$ cat config.mk
export PLATFORM = sky130hd
export DESIGN_NAME = qspi_flash_responder_flat
export DESIGN_NICKNAME = d
export VERILOG_FILES = /design/src/rtl/qspi_flash_responder_if.sv /design/src/rtl/qspi_flash_responder.sv /design/src/flat_wrapper.sv
export SDC_FILE = /design/constraint.sdc
export NUM_CORES = 1
export LEC_CHECK = 0
export BUFFER_PORTS_ARGS = -buffer_cell sky130_fd_sc_hd__buf_2
export CAP_MARGIN = 20
export CORE_AREA = 2 2 105 107
export CTS_BUF_LIST = sky130_fd_sc_hd__clkbuf_4
export DETAILED_ROUTE_END_ITERATION = 8
export DIE_AREA = 0 0 107 109
export GPL_ROUTABILITY_DRIVEN = 0
export PLACE_DENSITY_LB_ADDON = 0.25
export REMOVE_ABC_BUFFERS = 1
export SLEW_MARGIN = 15
export SYNTH_ARGS = -nofsm -noshare
export SYNTH_HDL_FRONTEND = slang
export SYNTH_SLANG_ARGS = --single-unit
$ cat constraint.sdc
create_clock -name clk -period 2.45 [get_ports clk]
set_input_delay 0.1225 -clock clk [delete_from_list [all_inputs] [get_ports clk]]
set_output_delay 0.1225 -clock clk [all_outputs]
set_load 0.02 [all_outputs]
$ cat src/rtl/qspi_flash_responder_if.sv
// QSPI flash pin bundle between a bus master and the flash responder.
// Master drives csb/clk/di; the responder returns do/oe per IO lane.
`timescale 1ns/1ps
interface qspi_flash_responder_if;
    logic       flash_csb;
    logic       flash_clk;
    logic [3:0] flash_di;
    logic [3:0] flash_do;
    logic [3:0] flash_oe;

    modport master (
        output flash_csb,
        output flash_clk,
        output flash_di,
        input  flash_do,
        input  flash_oe
    );

    modport slave (
        input  flash_csb,
        input  flash_clk,
        input  flash_di,
        output flash_do,
        output flash_oe
    );
endinterface

$ cat src/rtl/qspi_flash_responder.sv
// SPI/QSPI flash emulator answering 0x03/0x0B/0xEB/0x9F reads from a byte memory.
// Ports: clk/rst, flash pin bundle (slave), mem_addr/mem_rdata, cmd_err pulse.
`timescale 1ns/1ps
module qspi_flash_responder #(
    parameter int          ADDR_W     = 16,
    parameter int          DUMMY_QUAD = 4,
    parameter logic [23:0] JEDEC_ID   = 24'hEF4018
) (
    input  logic                  clk,
    input  logic                  rst,
    qspi_flash_responder_if.slave flash,
    output logic [ADDR_W-1:0]     mem_addr,
    input  logic [7:0]            mem_rdata,
    output logic                  cmd_err
);

    typedef enum logic [3:0] {
        S_IDLE,
        S_CMD,
        S_ADDR_S,
        S_ADDR_Q,
        S_MODE,
        S_DUMMY,
        S_DATA_S,
        S_DATA_Q,
        S_ID,
        S_IGNORE
    } state_t;

    localparam logic [4:0] DQ_LAST = 5'(DUMMY_QUAD - 1);

    // Pin synchronizers are deliberately not reset: they keep tracking the
    // pins through rst, so releasing rst never fakes a csb or clk edge.
    logic       csb_s1_q, csb_s2_q, csb_prev_q;
    logic       sck_s1_q, sck_s2_q, sck_prev_q;
    logic [3:0] di_s1_q, di_s2_q;

    always_ff @(posedge clk) begin
        csb_s1_q   <= flash.flash_csb;
        csb_s2_q   <= csb_s1_q;
        csb_prev_q <= csb_s2_q;
        sck_s1_q   <= flash.flash_clk;
        sck_s2_q   <= sck_s1_q;
        sck_prev_q <= sck_s2_q;
        di_s1_q    <= flash.flash_di;
        di_s2_q    <= di_s1_q;
    end

    logic rise, fall, csb_fall;
    assign rise     = sck_s2_q & ~sck_prev_q;
    assign fall     = ~sck_s2_q & sck_prev_q;
    assign csb_fall = ~csb_s2_q & csb_prev_q;

    state_t state_q, state_d;

    logic [4:0]        cnt_q, cnt_d;
    logic [22:0]       in_q, in_d;
    logic              fast_q, fast_d;
    logic              quad_q, quad_d;
    logic              cont_q, cont_d;
    logic [1:0]        idx_q, idx_d;
    logic [7:0]        sh_q, sh_d;
    logic [ADDR_W-1:0] addr_q, addr_d;
    logic [3:0]        do_q, do_d;
    logic [3:0]        oe_q, oe_d;
    logic              err_q, err_d;

    logic [7:0] op;
    logic [7:0] id_byte;
    logic [7:0] load_byte;
    logic [4:0] dummy_last;

    // Opcode completes with the bit arriving on this rise.
    assign op         = {in_q[6:0], di_s2_q[0]};
    assign dummy_last = quad_q ? DQ_LAST : 5'd7;

    always_comb begin
        case (idx_q)
            2'd0:    id_byte = JEDEC_ID[23:16];
            2'd1:    id_byte = JEDEC_ID[15:8];
            2'd2:    id_byte = JEDEC_ID[7:0];
            default: id_byte = 8'h00;
        endcase
    end

    assign load_byte = (state_q == S_ID) ? id_byte : mem_rdata;

    // State register.
    always_ff @(posedge clk) begin
        if (rst) begin
            state_q <= S_IDLE;
        end else begin
            state_q <= state_d;
        end
    end

    // Next-state logic; a high csb beats any clock edge in the same clk.
    always_comb begin
        state_d = state_q;
        if (csb_s2_q) begin
            state_d = S_IDLE;
        end else begin
            unique case (state_q)
                S_IDLE: begin
                    if (csb_fall) begin
                        state_d = cont_q ? S_ADDR_Q : S_CMD;
                    end
                end
                S_CMD: begin
                    if (rise && cnt_q == 5'd7) begin
                        case (op)
                            8'h03, 8'h0B: state_d = S_ADDR_S;
                            8'hEB:        state_d = S_ADDR_Q;
                            8'h9F:        state_d = S_ID;
                            default:      state_d = S_IGNORE;
                        endcase
                    end
                end
                S_ADDR_S: begin
                    if (rise && cnt_q == 5'd23) begin
                        state_d = fast_q ? S_DUMMY : S_DATA_S;
                    end
                end
                S_ADDR_Q: begin
                    if (rise && cnt_q == 5'd5) begin
                        state_d = S_MODE;
                    end
                end
                S_MODE: begin
                    if (rise && cnt_q == 5'd1) begin
                        state_d = S_DUMMY;
                    end
                end
                S_DUMMY: begin
                    if (rise && cnt_q == dummy_last) begin
                        state_d = quad_q ? S_DATA_Q : S_DATA_S;
                    end
                end
                default: state_d = state_q;
            endcase
        end
    end

    // Output and datapath next-state logic.
    always_comb begin
        cnt_d  = cnt_q;
        in_d   = in_q;
        fast_d = fast_q;
        quad_d = quad_q;
        cont_d = cont_q;
        idx_d  = idx_q;
        sh_d   = sh_q;
        addr_d = addr_q;
        do_d   = do_q;
        oe_d   = 4'h0;
        err_d  = 1'b0;

        unique case (state_q)
            S_IDLE: begin
                if (csb_fall && cont_q) begin
                    quad_d = 1'b1;
                    fast_d = 1'b0;
                end
            end
            S_CMD: begin
                if (rise) begin
                    in_d  = {in_q[21:0], di_s2_q[0]};
                    cnt_d = cnt_q + 5'd1;
                    if (cnt_q == 5'd7) begin
                        fast_d = (op == 8'h0B);
                        quad_d = (op == 8'hEB);
                        idx_d  = 2'd0;
                        if (op == 8'hFF) begin
                            cont_d = 1'b0;
                        end
                        err_d = !(op inside {8'h03, 8'h0B, 8'hEB,
                                             8'h9F, 8'hFF});
                    end
                end
            end
            S_ADDR_S: begin
                if (rise) begin
                    in_d  = {in_q[21:0], di_s2_q[0]};
                    cnt_d = cnt_q + 5'd1;
                    if (cnt_q == 5'd23) begin
                        addr_d = ADDR_W'({in_q, di_s2_q[0]});
                    end
                end
            end
            S_ADDR_Q: begin
                if (rise) begin
                    in_d  = {in_q[18:0], di_s2_q};
                    cnt_d = cnt_q + 5'd1;
                    if (cnt_q == 5'd5) begin
                        addr_d = ADDR_W'({in_q[19:0], di_s2_q});
                    end
                end
            end
            S_MODE: begin
                if (rise) begin
                    in_d  = {in_q[18:0], di_s2_q};
                    cnt_d = cnt_q + 5'd1;
                    // M[5:4] sit in the low bits of the first nibble.
                    if (cnt_q == 5'd1) begin
                        cont_d = (in_q[1:0] == 2'b10);
                    end
                end
            end
            S_DUMMY: begin
                if (rise) begin
                    cnt_d = cnt_q + 5'd1;
                end
            end
            S_DATA_S, S_ID: begin
                oe_d = oe_q;
                if (fall) begin
                    cnt_d = cnt_q + 5'd1;
                    oe_d  = 4'b0010;
                    if (cnt_q[2:0] == 3'd0) begin
                        do_d = {2'b00, load_byte[7], 1'b0};
                        sh_d = {load_byte[6:0], 1'b0};
                        if (state_q == S_DATA_S) begin
                            addr_d = addr_q + ADDR_W'(1);
                        end else if (idx_q != 2'd3) begin
                            idx_d = idx_q + 2'd1;
                        end
                    end else begin
                        do_d = {2'b00, sh_q[7], 1'b0};
                        sh_d = {sh_q[6:0], 1'b0};
                    end
                end
            end
            S_DATA_Q: begin
                oe_d = oe_q;
                if (fall) begin
                    cnt_d = cnt_q + 5'd1;
                    oe_d  = 4'hF;
                    if (!cnt_q[0]) begin
                        do_d   = mem_rdata[7:4];
                        sh_d   = {mem_rdata[3:0], 4'h0};
                        addr_d = addr_q + ADDR_W'(1);
                    end else begin
                        do_d = sh_q[7:4];
                    end
                end
            end
            default: begin
                oe_d = 4'h0;
            end
        endcase

        if (state_d != state_q) begin
            cnt_d = 5'd0;
        end
        if (csb_s2_q) begin
            oe_d = 4'h0;
            do_d = 4'h0;
        end
    end

    always_ff @(posedge clk) begin
        if (rst) begin
            cnt_q  <= 5'd0;
            in_q   <= 23'd0;
            fast_q <= 1'b0;
            quad_q <= 1'b0;
            cont_q <= 1'b0;
            idx_q  <= 2'd0;
            sh_q   <= 8'h00;
            addr_q <= '0;
            do_q   <= 4'h0;
            oe_q   <= 4'h0;
            err_q  <= 1'b0;
        end else begin
            cnt_q  <= cnt_d;
            in_q   <= in_d;
            fast_q <= fast_d;
            quad_q <= quad_d;
            cont_q <= cont_d;
            idx_q  <= idx_d;
            sh_q   <= sh_d;
            addr_q <= addr_d;
            do_q   <= do_d;
            oe_q   <= oe_d;
            err_q  <= err_d;
        end
    end

    assign flash.flash_do = do_q;
    assign flash.flash_oe = oe_q;
    assign mem_addr       = addr_q;
    assign cmd_err        = err_q;

endmodule
$ cat src/flat_wrapper.sv
// flat-port wrapper written by rule: the top's interface ports become plain ports
module qspi_flash_responder_flat 
#(
    parameter int          ADDR_W     = 16,
    parameter int          DUMMY_QUAD = 4,
    parameter logic [23:0] JEDEC_ID   = 24'hEF4018
)
  (clk, rst, mem_addr, mem_rdata, cmd_err, flash_flash_csb, flash_flash_clk, flash_flash_di, flash_flash_do, flash_flash_oe);
  qspi_flash_responder_if flash_i ();
  input  logic clk;
  input  logic rst;
  output logic [ADDR_W-1:0] mem_addr;
  input  logic [7:0] mem_rdata;
  output logic cmd_err;
  input wire logic [$bits(flash_i.flash_csb)-1:0] flash_flash_csb;
  input wire logic [$bits(flash_i.flash_clk)-1:0] flash_flash_clk;
  input wire logic [$bits(flash_i.flash_di)-1:0] flash_flash_di;
  output wire logic [$bits(flash_i.flash_do)-1:0] flash_flash_do;
  output wire logic [$bits(flash_i.flash_oe)-1:0] flash_flash_oe;
  assign flash_i.flash_csb = flash_flash_csb;
  assign flash_i.flash_clk = flash_flash_clk;
  assign flash_i.flash_di = flash_flash_di;
  assign flash_flash_do = flash_i.flash_do;
  assign flash_flash_oe = flash_i.flash_oe;
  qspi_flash_responder #(.ADDR_W(ADDR_W), .DUMMY_QUAD(DUMMY_QUAD), .JEDEC_ID(JEDEC_ID)) u_core (.clk(clk), .rst(rst), .flash(flash_i), .mem_addr(mem_addr), .mem_rdata(mem_rdata), .cmd_err(cmd_err));
endmodule
==> results.yml <==
logic_synthesis:
  synth_cell_types: 59
  synthArstFlopShare_pct: 0
  synth_cells: 530
  netlist_area_sq_um: 4136
  ys.flop_type: "dfxtp_1"
  yosysTopAreaCell: "dfxtp_1"
  synthTopCellsByCount: "nor2_1 (83), dfxtp_1 (73), a21oi_1 (47)"
  synth.top_cell.area_share_pct: 35.33
  seq_area_frac_synth_pct: 35.33
  ys_ff_latch: 73
  synth_most_common_cell: "nor2_1"
  synth.area.top_cells: "dfxtp_1 (35%), nor2_1 (7.5%), a21oi_1 (5.7%)"
  avgSynthCellArea_sq_um: 7.805
  synth-edff-count: 0
  yosysWarnings: 0
clock_network:
  clock_path_buffers: 2
  clock_sinks: 73
  cts_max_level: 3
  root_buffer: "clkbuf_4"
  cts_made_buffers: 9
  clk_latency_ns: 0.46
  cts_tree: "built"
  clk_pin_slew_worst_paths_ns: 0.11
timing:
  fin_crit_ns: 2.347
  drv_slew: 0
  fmax_ghz: 0.4260
  worst_pin_slew_ns: 0.5437
  fin_worst_skew_ns: 0.02362
  rsz0062_at_grt: "true"
  relSlewSlack_pct: 63.68
  setup_tns_ns: 0
  setup_viol: 0
  hold_violations: 0
  fin_crit_sh_pct: 95.81
pwr:
  power.share.switching_pct: 25.44
  p_total_w: 0.001965
  switching_power_w: 0.0004999
  p_int_w: 0.001465
  seqPwrFrac_pct: 61.5
  pwr-share-comb_pct: 5.2
  powerDensity_nw_per_um2: 412.2
  peakVddDrop_v: 0.0002506
  pwr-share-clk_pct: 33.2
  p_leak_nw: 1.715
setup_path:
  crit_path_start_kind: "register"
  crit_slowest_cell: "dfxtp_1"
  worstPathRequired_ns: 2.81
  ff2ff_path_depth: 8
  path_max_fanout: 11
  slowest_delay_ns: 0.36
  path_depth: 8
  crit_buf_inv: 1
  crit_chain: "buf_4, ha_2, nand2b_1, or3_1, a211o_1, and4_4, o211a_1, a211oi_1"
  cp-end-kind: "register"
  cp_top_family: "compound AO/OA/AOI/OAI gates"
  setup.worst_path.class: "reg -> reg"
  cp.arrival_ns: 2.71
grt:
  grt_overflow: 0
  grt.total_usage_pct: 19.52
  first_global_vias: 3679
  grt_max_degree: 31
  grt_pass1_wl_microns: 18130
  antenna_found_initial: 0
placement:
  dp_hpwl_microns: 7828
  portBuffers: 40
layout:
  regArea_sq_um: 1461
  finalCoreUtilization_pct: 44.96
  multi_input_comb_area_sq_um: 2501
  nNetsFinal: 600
  syn_to_final_growth_pct: 15.24
  antenna_cells: 0
  drive_gt1_share_pct: 17.62
  num-fill-cells: 1075
floorplan:
  dieArea_sq_um: 11660
  rows: 38
  io_pins: 41
  fp.dieH_microns: 109
  core_sq_um: 10600
  start_util_pct: 39.01
  die_w_microns: 107
drt:
  route.detailed.drc: 0
  vias: 3988
  wl_microns: 10900
  wl_per_cell_microns: 15.16
  dr.first_iter.drc_count: 285
  dr.pass1.iters: 6
  vias_per_cell: 5.547
  ant_nets: 0
hold_path:
  whs_path_depth: 3
  hp-class: "in -> reg"
run:
  cap_viol_max_count: 0
outcome:
  status: "complete, no violations"
==> power groups by stage <==
stage               sequential (W)  combinational [W]  clock (W)
global route               0.00121           0.000112   0.000724
finish                     0.00121           0.000103   0.000653
CTS                        0.00121           0.000101   0.000674
floorplan                  0.00123          0.0000463          0
detailed placement         0.00124          0.0000907          0
global placement           0.00124          0.0000899          0
==> final cells by class <==
| class | instances | share of cell area, % |
|---|---|---|
| inverters | 8 | 0.6299 |
| clock buffers | 11 | 1.732 |
| multi-input cells | 408 | 52.47 |
| flip-flops and latches | 73 | 30.66 |
| well taps | 140 | 3.675 |
| repair buffers | 75 | 10.39 |
| clock inverters | 4 | 0.4462 |
==> flip-flops by register name, indices dropped and copies added (netlist names), 2 cells and up <==
signal                 flops
u_core.di_s1_q             4
u_core.flash.flash_do      4
u_core.state_q             4
u_core.in_q               15
u_core.cnt_q               5
u_core.flash.flash_oe      2
u_core.idx_q               2
u_core.mem_addr           16
u_core.sh_q                7
u_core.di_s2_q             4
==> stage by stage <==
step	setup slack [ns]	instance area [sq um]	instances	hold WS, ns
finish	0.1028	4767	719	0.03373
global route	-0.01427	4767	719	0.04656
CTS	0.1030	4741	718	0.02202
detailed placement	0.1317	4557	695	0.2261
global placement	0.1959	4557	695	0.2255
floorplan	-0.5713	3964	489	0.1502
==> path summary, 6_finish.rpt <==
path                       end  slack, ns              start
max            u_core.cnt_q[0]       0.10    u_core.cnt_q[0]
min             u_core.sh_q[5]       0.03       mem_rdata[1]
max reg2reg    u_core.cnt_q[0]       0.10    u_core.cnt_q[0]
min reg2reg  u_core.di_s2_q[0]       0.32  u_core.di_s1_q[0]
==> metal layers <==
metal  routed length, microns  track usage [%]  vias to the layer above
met5                        0                0                        -
met4                      226            7.792                        0
met3                      512            4.184                       23
met2                     5016            32.44                      117
met1                     5148            24.74                     1846
li1                         -                -                     2002
==> repair_timing <==
| item | 4_1_cts | 5_1_grt |
|---|---|---|
| resized for setup | 0 | 4 |
| hold endpoints to repair | 8 | 0 |
| setup buffers | 0 | 1 |
| hold buffers | 8 | 0 |
| setup endpoints to repair | 0 | 6 |
==> worst min-delay path, cell delays in order <==
cell and delay, ns:
buf_2 0.10, a211oi_1 0.06, nor3_1 0.14
==> cells by family (layout without fill, tap and decap cells) <==
group	count (synthesis)	count (layout)	share of synthesized area (%)
and+or+nand+nor	234	234	28.77
AOI/OAI and AO/OA	133	133	20.63
DFF	73	73	35.33
buffers and inverters	49	98	4.900
muxes	25	25	6.170
adders and majority gates	9	9	2.722
xor gates and xnor gates	7	7	1.482
==> cell usage in the layout, fill, tap and decap left out, types with 3 or more instances in the layout <==
cell type | synthesis | routed
a22oi_1 | 6 | 6
or4b_2 | 3 | 3
nor4b_1 | 3 | 3
nand4_1 | 8 | 8
o31ai_1 | 4 | 4
clkbuf_4 | 0 | 11
a21o_1 | 5 | 5
a221o_1 | 4 | 4
nand2_1 | 41 | 41
or3_1 | 5 | 5
nor2_1 | 83 | 83
buf_2 | 6 | 40
mux2i_1 | 21 | 20
and2_1 | 5 | 4
nor3_1 | 15 | 15
a31oi_1 | 4 | 4
o21ai_0 | 25 | 25
nor2b_1 | 7 | 7
a311oi_1 | 3 | 3
o21a_1 | 5 | 5
mux2_2 | 4 | 4
dlygate4sd3_1 | 0 | 8
a211oi_1 | 14 | 14
dfxtp_1 | 73 | 73
buf_4 | 3 | 26
xnor2_1 | 5 | 5
nand3_1 | 17 | 17
a21oi_1 | 47 | 46
nand2b_1 | 9 | 9
ha_1 | 9 | 8
and3b_1 | 3 | 3
and3_1 | 4 | 4
inv_1 | 8 | 8
nor4_1 | 12 | 12
nor3b_1 | 6 | 6
(Power assumes the default switching activity.)
